### src/rtl/mem_pkg.sv
// Shared types and constants for the memory-array controller.
//   state_e  : access sequencer states (IDLE -> PRE -> ACC -> DONE -> IDLE)
//   RW_READ  : rw encoding for a read command
//   RW_WRITE : rw encoding for a write command
package mem_pkg;

  typedef enum logic [1:0] {
    IDLE = 2'd0,
    PRE  = 2'd1,
    ACC  = 2'd2,
    DONE = 2'd3
  } state_e;

  localparam logic RW_READ  = 1'b1;
  localparam logic RW_WRITE = 1'b0;

endpackage

### src/rtl/mem_array_ctrl_if.sv
// Command/response bundle between the control FSM (master) and the array controller (slave).
//   valid/rw/addr/wdata      : command from the control FSM
//   rdata/rdata_valid        : read data and its 1-cycle update strobe
//   wr_done                  : 1-cycle write-committed strobe
//   busy/overrun             : sequencer occupied / command edge dropped while occupied
interface mem_array_ctrl_if #(
  parameter int unsigned ADDR_W = 2,
  parameter int unsigned DATA_W = 8
) ();

  logic              valid;
  logic              rw;
  logic [ADDR_W-1:0] addr;
  logic [DATA_W-1:0] wdata;
  logic [DATA_W-1:0] rdata;
  logic              rdata_valid;
  logic              wr_done;
  logic              busy;
  logic              overrun;

  modport master (
    output valid, rw, addr, wdata,
    input  rdata, rdata_valid, wr_done, busy, overrun
  );

  modport slave (
    input  valid, rw, addr, wdata,
    output rdata, rdata_valid, wr_done, busy, overrun
  );

endinterface

### src/rtl/mem_word.sv
// One storage word of the array.
//   clk   : rising-edge clock
//   reset : asynchronous active-low clear
//   we    : write enable
//   d     : write data
//   q     : stored word
module mem_word #(
  parameter int unsigned DATA_W = 8
) (
  input  logic              clk,
  input  logic              reset,
  input  logic              we,
  input  logic [DATA_W-1:0] d,
  output logic [DATA_W-1:0] q
);

  logic [DATA_W-1:0] r_q;

  always_ff @(posedge clk or negedge reset) begin
    if (!reset) begin
      r_q <= '0;
    end else if (we) begin
      r_q <= d;
    end
  end

  assign q = r_q;

endmodule

### src/rtl/mem_array_ctrl.sv
// Executes read/write commands from the control FSM on a small word array.
// Each accepted command runs PRE (precharge, idle) -> ACC (array access) -> DONE (strobe).
//   clk   : rising-edge clock
//   reset : asynchronous active-low reset
//   bus   : slave side of mem_array_ctrl_if (command in, data/strobes/status out)
module mem_array_ctrl
  import mem_pkg::*;
#(
  parameter int unsigned ADDR_W = 2,
  parameter int unsigned DATA_W = 8,
  parameter int unsigned WORDS  = 1 << ADDR_W
) (
  input  logic              clk,
  input  logic              reset,
  mem_array_ctrl_if.slave   bus
);

  state_e            r_state;
  logic              r_valid_q;
  logic              r_rw;
  logic [ADDR_W-1:0] r_addr;
  logic [DATA_W-1:0] r_wdata;
  logic [DATA_W-1:0] r_rdata;
  logic              r_rdata_valid;
  logic              r_wr_done;
  logic              r_busy;
  logic              r_overrun;

  logic              w_cmd;
  logic [WORDS-1:0]  w_we;
  logic [DATA_W-1:0] w_words [WORDS];

  // A held-high valid produces exactly one command.
  assign w_cmd = bus.valid & ~r_valid_q;

  for (genvar i = 0; i < WORDS; i++) begin : g_word
    assign w_we[i] = (r_state == ACC) && (r_rw == RW_WRITE) && (r_addr == ADDR_W'(i));

    mem_word #(
      .DATA_W (DATA_W)
    ) u_word (
      .clk   (clk),
      .reset (reset),
      .we    (w_we[i]),
      .d     (r_wdata),
      .q     (w_words[i])
    );
  end

  always_ff @(posedge clk or negedge reset) begin
    if (!reset) begin
      r_state       <= IDLE;
      r_valid_q     <= 1'b0;
      r_rw          <= RW_WRITE;
      r_addr        <= '0;
      r_wdata       <= '0;
      r_rdata       <= '0;
      r_rdata_valid <= 1'b0;
      r_wr_done     <= 1'b0;
      r_busy        <= 1'b0;
      r_overrun     <= 1'b0;
    end else begin
      r_valid_q     <= bus.valid;
      r_rdata_valid <= 1'b0;
      r_wr_done     <= 1'b0;
      // Any command edge outside IDLE is dropped, including the DONE->IDLE cycle.
      r_overrun     <= w_cmd && (r_state != IDLE);

      unique case (r_state)
        IDLE: begin
          if (w_cmd) begin
            r_rw    <= bus.rw;
            r_addr  <= bus.addr;
            r_wdata <= bus.wdata;
            r_state <= PRE;
            r_busy  <= 1'b1;
          end
        end
        PRE: begin
          r_state <= ACC;
        end
        ACC: begin
          if (r_rw == RW_READ) begin
            r_rdata <= w_words[r_addr];
          end
          r_state <= DONE;
        end
        DONE: begin
          r_rdata_valid <= (r_rw == RW_READ);
          r_wr_done     <= (r_rw == RW_WRITE);
          r_state       <= IDLE;
          r_busy        <= 1'b0;
        end
        default: begin
          r_state <= IDLE;
          r_busy  <= 1'b0;
        end
      endcase
    end
  end

  assign bus.rdata       = r_rdata;
  assign bus.rdata_valid = r_rdata_valid;
  assign bus.wr_done     = r_wr_done;
  assign bus.busy        = r_busy;
  assign bus.overrun     = r_overrun;

endmodule

### src/flat_wrapper.sv
// flat-port wrapper written by rule: the top's interface ports become plain ports
module mem_array_ctrl_flat import mem_pkg::*;
#(
  parameter int unsigned ADDR_W = 2,
  parameter int unsigned DATA_W = 8,
  parameter int unsigned WORDS  = 1 << ADDR_W
)
  (clk, reset, bus_valid, bus_rw, bus_addr, bus_wdata, bus_rdata, bus_rdata_valid, bus_wr_done, bus_busy, bus_overrun);
  mem_array_ctrl_if #(.ADDR_W(ADDR_W), .DATA_W(DATA_W)) bus_i ();
  input  logic clk;
  input  logic reset;
  input wire logic [$bits(bus_i.valid)-1:0] bus_valid;
  input wire logic [$bits(bus_i.rw)-1:0] bus_rw;
  input wire logic [$bits(bus_i.addr)-1:0] bus_addr;
  input wire logic [$bits(bus_i.wdata)-1:0] bus_wdata;
  output wire logic [$bits(bus_i.rdata)-1:0] bus_rdata;
  output wire logic [$bits(bus_i.rdata_valid)-1:0] bus_rdata_valid;
  output wire logic [$bits(bus_i.wr_done)-1:0] bus_wr_done;
  output wire logic [$bits(bus_i.busy)-1:0] bus_busy;
  output wire logic [$bits(bus_i.overrun)-1:0] bus_overrun;
  assign bus_i.valid = bus_valid;
  assign bus_i.rw = bus_rw;
  assign bus_i.addr = bus_addr;
  assign bus_i.wdata = bus_wdata;
  assign bus_rdata = bus_i.rdata;
  assign bus_rdata_valid = bus_i.rdata_valid;
  assign bus_wr_done = bus_i.wr_done;
  assign bus_busy = bus_i.busy;
  assign bus_overrun = bus_i.overrun;
  mem_array_ctrl #(.ADDR_W(ADDR_W), .DATA_W(DATA_W), .WORDS(WORDS)) u_core (.clk(clk), .reset(reset), .bus(bus_i));
endmodule
### config.mk
export PLATFORM = sky130hd
export DESIGN_NAME = mem_array_ctrl_flat
export DESIGN_NICKNAME = d
export VERILOG_FILES = /design/src/rtl/mem_pkg.sv /design/src/rtl/mem_array_ctrl_if.sv /design/src/rtl/mem_word.sv /design/src/rtl/mem_array_ctrl.sv /design/src/flat_wrapper.sv
export SDC_FILE = /design/constraint.sdc
export NUM_CORES = 1
export LEC_CHECK = 0
export CORE_MARGIN = 5
export CORE_UTILIZATION = 60
export DETAILED_ROUTE_END_ITERATION = 7
export PLACE_DENSITY_LB_ADDON = 0.3
export RECOVER_POWER = 50
export SETUP_SLACK_MARGIN = 0.2
export SYNTH_ARGS = -nofsm -noshare
export SYNTH_HDL_FRONTEND = slang
export SYNTH_HIERARCHICAL = 1
export SYNTH_SLANG_ARGS = --single-unit
### constraint.sdc
create_clock -name clk -period 5.45 [get_ports clk]
set_clock_uncertainty 0.1 [all_clocks]
set_input_delay 0.8175 -clock clk [delete_from_list [all_inputs] [get_ports clk]]
set_output_delay 0.8175 -clock clk [all_outputs]
set_load 0.005 [all_outputs]
==> impl_metrics.toml <==
[yosys]
synthTopCellsByCount = "58 x dfrtp_1, 32 x mux2_4, 16 x mux2i_1"
synthArstFlopShare = 1.00
synth-edff-count = 0
synth.avg_cell_area_sq_um = 15.6
yosys.area.top_type_share = 0.556
ys_seq_elements = 58
yosys_warnings = 6
synth_fp_nets = 185
syn_inst = 167
synthFlopType = "dfrtp_1"
synth_cell_types = 25
synth_most_common_cell = "dfrtp_1"
yosys.area.top_type = "dfrtp_1"
syn_area_sq_mm = 0.00261
synth_area_leaders = "dfrtp_1 56%, mux2_4 18%, mux2i_1 6.1%, mux2_2 5.2%, buf_6 2.6%"
seq_area_frac_synth = 0.556

[drt]
drcViolationCount = 0
drt-total-wl_mm = 5.06
dr.pass1.iters = 4
viasPerCell = 5.91
drt_first_iter_violations = 98
vias = 1496
ant_nets = 0
wl_per_cell_um = 20.0

[cts]
cts-root-buf = "clkbuf_8"
cts.sinks = 58
holdBufCountCts = 0
clkLatencyLatePin_ps = 340
cts_tree = "done"
cts_setup_buffers = 0
numCtsBuffers = 9
clkTransAtPathRegs_ps = 60
cts.repair.resized = 0
cts.path.max_buffers = 2
htreeDepth = 3

[worst_setup_path]
path_buf_inv = 2
path_cells = "buf_2, clkbuf_1"
worst_setup_path_end_kind = "asynchronous set/reset pin"
cp.arrival_ps = 3030
max_stage_delay_ps = 2110
required_ps = 5130
r2r_setup_slack_ps = 2900
crit_path_start_kind = "input pin"
cpLargestDelayFamily = "buffers and inverters"
critPathMaxFanout = 58
crit_type = "in -> async"
cp_slowest_cell = "clkbuf_1"

[floorplan]
die_h_um = 75.9
initial_core_util = 0.608
ioPinCount = 26
coreArea_sq_mm = 0.00429
rows = 24
floorplan.die_area_sq_mm = 0.00577
die_w_um = 75.9

[cells_and_area]
final_cells = 253
diodes = 0
finish.utilization = 0.707
drive_gt1_frac = 0.338
area_growth_pct = 16.4
nets = 214

[place]
dp.final_hpwl_mm = 3.19
io_buffers = 25
placed_cells = 237
place_ws_ps = 3000
routabilityCongestion = 0.761

[sta]
period_needed_ps = 3350
setup_viol = 0
final-max-slew-violation-count = 59
hold_violations = 0
finalCritPeriodShare = 0.615
tightestPinTransition_ps = 3000
grt_setup_unrepaired = "false"
fmax_mhz = 298
slew_headroom = -1.00
fin_ws_ps = 2100
tns_ps = 0

[run_status]
status = "finished with violations"
violations = "max-capacitance violations, max-slew violations"

[power_and_ir_drop]
vdd_drop_max_mv = 0.342
power.density_mw_per_mm2 = 596
leakagePower_nw = 1.40

[grt]
antenna_found_initial = 0
grt_pass1_wl_mm = 8.27
track_usage = 0.187
grt_overflow = 0
grt_pass1_vias = 1614
grt_max_degree = 59

[hold_path]
hp-class = "reg -> reg"

[job]
drv_cap = 1
-- through the flow --
stage / cell area, sq um / hold slack, ps / total power, mW
after floorplan: 2610 / 378 / 1.26
after global placement: 2860 / 371 / 1.40
after detailed placement: 2860 / 384 / 1.44
after CTS: 3040 / 398 / 1.82
after global routing: 3040 / 426 / 1.91
final: 3040 / 388 / 1.81
-- kinds of logic (layout without fill, tap and decap cells) --
family | after synthesis | count (layout) | synth area share
flip-flops | 58 | 58 | 0.556
AND/OR/NAND/NOR | 23 | 23 | 0.0556
adder cells (fa/ha/maj) | 4 | 4 | 0.0192
AO/OA/AOI/OAI | 11 | 11 | 0.0369
multiplexers | 60 | 60 | 0.297
buffers and inverters | 11 | 45 | 0.0345
-- tightest hold or removal path, cell delays in order (launching register included) --
cell and delay, ps:
dfrtp_1 340, nand2_1 50, o221ai_1 60
-- worst paths after layout --
path / startpoint / end / depth (start not counted)
min in group asynchronous: reset / u_core/g_word[1].u_word/q[5]$_DFFE_PN0P_ / 2
min reg2reg: u_core/bus.rdata[5]$_DFFE_PN0P_ / u_core/bus.rdata[5]$_DFFE_PN0P_ / 2
max: reset / u_core/g_word[3].u_word/q[3]$_DFFE_PN0P_ / 2
max in group clk: u_core/r_addr[1]$_DFFE_PN0P_ / u_core/g_word[0].u_word/q[4]$_DFFE_PN0P_ / 3
min: u_core/bus.rdata[5]$_DFFE_PN0P_ / u_core/bus.rdata[5]$_DFFE_PN0P_ / 2
max reg2reg: u_core/r_addr[1]$_DFFE_PN0P_ / u_core/g_word[0].u_word/q[4]$_DFFE_PN0P_ / 3
-- flip-flops by register name, summed over array words and instances, names as in the netlist --
signal	cells
u_core/r_valid_q	1
u_core/r_state	2
u_core/r_wdata	8
u_core/g_word.u_word/q	32
u_core/bus.rdata_valid	1
u_core/bus.wr_done	1
u_core/r_addr	2
u_core/bus.overrun	1
u_core/bus.rdata	8
u_core/bus.busy	1
u_core/r_rw	1
-- power by group --
part	leakage [nW]	switching, mW	internal [mW]
combinational	0.581	0.214	0.410
sequential	0.720	0.193	0.631
clock	0.0965	0.160	0.201
total	1.40	0.567	1.24
-- layout make-up --
cell class | count | area [sq um]
inverters | 2 | 7.51
multi-input cells | 98 | 1070
repair buffers | 27 | 256
flip-flops and latches | 58 | 1450
well taps | 52 | 65.1
clock inverters | 2 | 10.0
fillers | 277 | 1260
clock buffers | 14 | 173
-- cell usage in the layout, fill, tap and decap left out, types with 2 or more instances in the layout --
cell type / instances
nand2_1: 9
clkinv_2: 2
nand2b_1: 2
clkbuf_1: 3
o221ai_1: 7
mux2_2: 12
inv_1: 2
clkdlybuf4s50_1: 23
mux2_4: 32
clkbuf_8: 12
dfrtp_1: 58
nor2_1: 2
ha_1: 4
mux2i_1: 16
and4bb_2: 2
-- per-layer routing --
| metal | wire, um | track usage |
|---|---|---|
| met2 | 2390 | 0.283 |
| met1 | 2340 | 0.236 |
| met3 | 246 | 0.0569 |
| met4 | 93 | 0.107 |
| met5 | 0 | 0 |
No activity file was read; power rests on OpenSTA's default activity.
